File: config.mk
export PLATFORM = sky130hd
export DESIGN_NAME = seat_table_ctrl
export DESIGN_NICKNAME = d
export VERILOG_FILES = /design/src/rtl/seat_table_ctrl.sv
export SDC_FILE = /design/constraint.sdc
export NUM_CORES = 2
export LEC_CHECK = 0
export CORE_MARGIN = 2
export CORE_UTILIZATION = 28
export DETAILED_ROUTE_END_ITERATION = 7
export PLACE_DENSITY = 0.52
export SETUP_SLACK_MARGIN = 0.4
export SLEW_MARGIN = 20
export SYNTH_ARGS = -nofsm -noshare
export SYNTH_HDL_FRONTEND = slang
export SYNTH_SLANG_ARGS = --single-unit
export TNS_END_PERCENT = 20
File: constraint.sdc
create_clock -name clk_mem -period 95.9 [get_ports clk_mem]
set_clock_uncertainty 0.1 [all_clocks]
set_input_delay 14.385 -clock clk_mem [delete_from_list [all_inputs] [get_ports clk_mem]]
set_output_delay 14.385 -clock clk_mem [all_outputs]
set_load 0.05 [all_outputs]
File: src/rtl/seat_table_ctrl.sv
// seat_table_ctrl: seat-occupancy table with request FSM, manager config and background expiry sweep.
// Define SEAT_AWAY_LIMIT_EN to add a separate expiry limit for AWAY seats (written via cfg_sel=3).
module seat_table_ctrl #(
    parameter int N_SEATS       = 32,
    parameter int SID_W         = 32,
    parameter int TIME_W        = 11,
    parameter int DEFAULT_LIMIT = 120,
    localparam int SW           = $clog2(N_SEATS)
) (
    input  logic              clk_mem,
    input  logic              rst_mem,
    input  logic [TIME_W-1:0] time_now,
    input  logic              req_valid,
    output logic              req_ready,
    input  logic [SID_W-1:0]  req_sid,
    input  logic [SW-1:0]     req_seat,
    input  logic [1:0]        req_state,
    input  logic              cfg_we,
    input  logic [1:0]        cfg_sel,
    input  logic [1:0]        cfg_ban,
    input  logic [TIME_W-1:0] cfg_limit,
    output logic              resp_valid,
    output logic [2:0]        resp_code,
    output logic              expire_valid,
    output logic [SW-1:0]     expire_seat,
    output logic [SW:0]       occ_count
);
    typedef enum logic {IDLE, EXEC} fsm_t;
    localparam logic [1:0] FREE = 2'd0, IN_USE = 2'd1, AWAY = 2'd2, BANNED = 2'd3;
    fsm_t              fsm_q;
    logic [SID_W-1:0]  owner_q [N_SEATS];
    logic [TIME_W-1:0] ts_q [N_SEATS];
    logic [1:0]        st_q [N_SEATS];
    logic [TIME_W-1:0] limit_q;
    logic [SW-1:0]     ptr_q;
    logic              resp_valid_q;
    logic [2:0]        resp_code_q;
    logic              expire_valid_q;
    logic [SW-1:0]     expire_seat_q;
    logic [SW:0]       occ_q;
    logic [SW:0]       occ_d;
    logic              accept;
    logic              sweep;
    logic              other_own;
    logic              expire_d;
    logic [1:0]        cur_st;
    logic [SID_W-1:0]  cur_owner;
    logic [2:0]        code_d;
    logic [TIME_W-1:0] elapsed;
`ifdef SEAT_AWAY_LIMIT_EN
    logic [TIME_W-1:0] away_limit_q;
`endif
    assign req_ready    = fsm_q == IDLE && !cfg_we;
    assign accept       = req_valid && req_ready;
    assign sweep        = fsm_q == IDLE && !req_valid && !cfg_we;
    assign resp_valid   = resp_valid_q;
    assign resp_code    = resp_code_q;
    assign expire_valid = expire_valid_q;
    assign expire_seat  = expire_seat_q;
    assign occ_count    = occ_q;
    assign cur_st       = st_q[req_seat];
    assign cur_owner    = owner_q[req_seat];
    assign elapsed      = time_now - ts_q[ptr_q];
    always_comb begin
        other_own = 1'b0;
        occ_d     = '0;
        for (int i = 0; i < N_SEATS; i++) begin
            if (SW'(i) != req_seat && owner_q[i] == req_sid) other_own = 1'b1;
            occ_d = occ_d + (SW+1)'(st_q[i] == IN_USE || st_q[i] == AWAY);
        end
        code_d = {1'b0, req_seat} >= (SW+1)'(N_SEATS) ? 3'd6 :
                 req_sid == '0 || req_state == BANNED || (cur_st == FREE && req_state == AWAY) ? 3'd7 :
                 cur_st == BANNED ? 3'd3 :
                 req_state == cur_st ? 3'd2 :
                 cur_owner != '0 && cur_owner != req_sid ? 3'd5 :
                 other_own ? 3'd4 :
                 req_state == FREE ? 3'd1 : 3'd0;
        expire_d = st_q[ptr_q] == IN_USE && elapsed >= limit_q;
`ifdef SEAT_AWAY_LIMIT_EN
        expire_d = expire_d || (st_q[ptr_q] == AWAY && elapsed >= away_limit_q);
`endif
        expire_d = expire_d && sweep;
    end
    // The table is stable between accept and EXEC, so the result is decided and committed at accept.
    always_ff @(posedge clk_mem or posedge rst_mem) begin
        if (rst_mem) begin
            fsm_q          <= IDLE;
            limit_q        <= TIME_W'(DEFAULT_LIMIT);
            ptr_q          <= '0;
            resp_valid_q   <= 1'b0;
            resp_code_q    <= '0;
            expire_valid_q <= 1'b0;
            expire_seat_q  <= '0;
            occ_q          <= '0;
`ifdef SEAT_AWAY_LIMIT_EN
            away_limit_q   <= TIME_W'(DEFAULT_LIMIT);
`endif
            for (int i = 0; i < N_SEATS; i++) begin
                owner_q[i] <= '0;
                ts_q[i]    <= '0;
                st_q[i]    <= FREE;
            end
        end else begin
            occ_q          <= occ_d;
            resp_valid_q   <= 1'b0;
            expire_valid_q <= expire_d;
            if (expire_d) begin
                expire_seat_q  <= ptr_q;
                st_q[ptr_q]    <= FREE;
                owner_q[ptr_q] <= '0;
                ts_q[ptr_q]    <= '0;
            end
            if (sweep) ptr_q <= ptr_q == SW'(N_SEATS-1) ? '0 : ptr_q + 1'b1;
            if (fsm_q == EXEC) begin
                fsm_q <= IDLE;
            end else if (accept) begin
                fsm_q        <= EXEC;
                resp_valid_q <= 1'b1;
                resp_code_q  <= code_d;
                if (code_d <= 3'd1) begin
                    owner_q[req_seat] <= code_d == 3'd0 ? req_sid : '0;
                    ts_q[req_seat]    <= code_d == 3'd0 ? time_now : '0;
                    st_q[req_seat]    <= req_state;
                end
            end else if (cfg_we) begin
                if (cfg_sel == 2'd2) limit_q <= cfg_limit;
`ifdef SEAT_AWAY_LIMIT_EN
                if (cfg_sel == 2'd3) away_limit_q <= cfg_limit;
`endif
                if (cfg_sel == 2'd1 && cfg_ban != 2'd3) begin
                    for (int i = 0; i < N_SEATS; i++) begin
                        if (!cfg_ban[1] && i[0] == cfg_ban[0]) begin
                            st_q[i]    <= BANNED;
                            owner_q[i] <= '0;
                            ts_q[i]    <= '0;
                        end else if (st_q[i] == BANNED) begin
                            st_q[i] <= FREE;
                        end
                    end
                end
            end
        end
    end
endmodule
==> impl_results.md <==
- Final WL: 356,000 µm
- List of most frequent post-synthesis cells: dfrtp_1 (1,468), a22o_1 (1,411), xnor2_1 (872), buf_2 (385), clkbuf_1 (346)
- DRC viols: 0
- Biggest cell delay along the critical path: 860 ps
- Worst skew pair latency: 900 ps
- Layout area overhead: 12.0%
- CP required: 81,420 ps
- Post-synthesis sequential area ratio: 0.454
- CP most frequent cell: clkdlybuf4s50_1
- Final Setup Violations: 0
- Synth top area cells: dfrtp_1 (45%), a22o_1 (15%), xnor2_1 (9.4%)
- Worst path cell trace: clkdlybuf4s50_1 > nor2_1 > clkdlybuf4s50_1
- Setup ws final: 65,430 ps
- Crit share post-route: 0.318
- Fin cells: 10,400
- Core area: 288,000 µm²
- Layout Nets: 6,608
- Ys Warns: 0
- DR pass1 iterations: 6
- Synth Flop Type: dfrtp_1
- Routability cong.: 0.963
- Rel. slew slack: 0.216
- Total gr overflow: 0
- Synthesized area: 81,100 µm²
- Die area: 294,000 µm²
- Hold WC Path Type: reg2reg
- Placed cell count: 10,100
- Vias in the first global route: 61,700
- Worst-path maximum fanout: 5
- CTS H-tree lvls: 4
- Top-count cell post-synth: dfrtp_1
- Startpoint types: input pin
- Synth Area per Inst: 12.0 µm²
- Final Max Slew Viols: 0
- Cts hold-fix bufs: 0
- Worst-Margin Slew: 1170 ps
- Min Tclk post-route: 30,470 ps
- Clock Tree Root: clkbuf_16
- Failing checks: antenna rules
- Cell accounting for the most synthesized area: dfrtp_1
- Post_cts resized: 0
- IO Pins: 86
- CP max stage cell: clkdlybuf4s50_1
- Fmax: 32.8 MHz
- CTS Buffer Depth: 4
- Pwr dens: 19.8 nW/µm²
- First-pass GRT wire length: 499,000 µm
- Post-CTS setup buffers: 0
- Top cell type's share of synthesized area: 0.453
- Drt wl/cell: 34.3 µm
- Pwr Total: 0.00180 W
- I/O Buffers: 85
- Clock Sinks: 1,472
- Synth unique cells: 81
- Final Hold Vio Count: 0
- Vias: 63,700
- Worst-path clk slew: 60 ps
- Die Y: 542 µm
- Num CTS Buffers: 170
- Antenna-violating nets left: 1
- Cells after synthesis: 6,769
- Pin count of the biggest net entering global routing: 171
- Status: finished, violations left
- Pleak: 37.6 nW
- Vias per std cell: 6.14
- RSZ-0062 raised after global routing: false
- Syn_nets: 6,928
- Crit Path Class: in2out
- Share of post-route cells with drive strength above 1: 0.142
- Die W: 542 µm
- Fillers: 28,700
- Cell Rows: 197
- CTS tree: yes
- Synthesis-stage register bit count: 1,472
- Crit path capture type: output pin
- Initial antenna violation count: 20
- Post-synth EDFFs: 0
- Post-synth ARST share: 1.00
- DP HPWL: 233,000 µm
- Global Route Usage Sum: 0.235
- Starting DRT DRC Count: 9,079
- Worst EP arrival: 15,980 ps
- TNS Setup: 0 ps
- Worst vdd ir: 0.0000659 V
- Max Cap Violations: 0
- Pre-CTS setup slack: 65,430 ps
- Initial Util: 0.281
==> path summary, 6_finish.rpt <==
path | slack [ps] | from | depth (start not counted) | endpoint
min in group asynchronous | 13990 | rst_mem | 2 | owner_q[918]
min reg2reg | 390 | resp_code[2] | 1 | resp_code[2]
max reg2reg | 86200 | ptr_q[1] | 27 | owner_q[794]
max in group asynchronous | 77760 | rst_mem | 6 | ts_q[139]
max | 65430 | cfg_we | 3 | req_ready
min | 390 | resp_code[2] | 1 | resp_code[2]
==> cell usage in the layout, fill, tap and decap left out, drive strengths merged, types with 19 or more instances in the layout <==
| cell | count |
|---|---|
| xnor2 | 872 |
| clkbuf | 246 |
| o21ai | 63 |
| nand2 | 163 |
| a221oi | 31 |
| and3 | 22 |
| a21oi | 66 |
| nor3 | 90 |
| clkinv | 26 |
| fa | 25 |
| xor2 | 193 |
| nor4 | 105 |
| a31oi | 39 |
| o22ai | 49 |
| o221ai | 19 |
| mux4 | 306 |
| clkdlybuf4s50 | 46 |
| a22o | 1411 |
| dfrtp | 1468 |
| inv | 73 |
| buf | 235 |
| nand4 | 273 |
| nor2 | 71 |
| nand3 | 76 |
| mux2i | 162 |
| a22oi | 89 |
| a211oi | 28 |
| ha | 65 |
==> power by group <==
group | internal, W | switching [W] | total, W
Clock | 0.000402 | 0.000284 | 0.000687
Sequential | 0.000637 | 0.0000146 | 0.000651
Combinational | 0.000182 | 0.000279 | 0.000461
Total | 0.00122 | 0.000578 | 0.00180
==> registers in the layout, indices dropped and copies added, names as in the netlist <==
register / flops
owner_q: 1024
ts_q: 352
st_q: 64
limit_q: 11
occ_count: 6
expire_seat: 5
ptr_q: 5
resp_code: 3
expire_valid: 1
resp_valid: 1
==> layout make-up <==
type | instances | area [µm²] | area share
Clock buffer | 246 | 4890 | 0.0539
Timing Repair Buffer | 281 | 2310 | 0.0254
Sequential cell | 1472 | 36800 | 0.406
Inverter | 70 | 270 | 0.00298
Clock inverter | 51 | 767 | 0.00845
Multi-Input combinational cell | 4454 | 40900 | 0.451
Antenna cell | 13 | 32.5 | 0.000358
Tap cell | 3781 | 4730 | 0.0521
==> kinds of logic after synthesis <==
group	share of synthesized area
multiplexers	0.108
buffers and inverters	0.0456
adder cells (fa/ha/maj)	0.0162
flip-flops	0.454
XOR/XNOR	0.115
AND/OR/NAND/NOR	0.0645
AO/OA/AOI/OAI	0.197
==> metal layers <==
metal,GRT usage,share of wire
met1,0.320,0.41
met2,0.350,0.44
met3,0.0562,0.099
met4,0.114,0.056
met5,0,0.00035
==> stage by stage <==
stage	util	cell area, µm²	hold slack (ps)
finish	0.315	90800	385
CTS	0.315	90700	388
detailed placement	0.295	85100	369
floorplan	-	81100	367
global route	0.315	90700	409
global placement	0.295	85100	372
==> critical path, delay by kind of cell <==
| family | cells | cell delay (ps) |
|---|---|---|
| buffers and inverters | 2 | 1340 |
| and+or+nand+nor | 1 | 250 |
No activity file was read; power rests on OpenSTA's default activity.
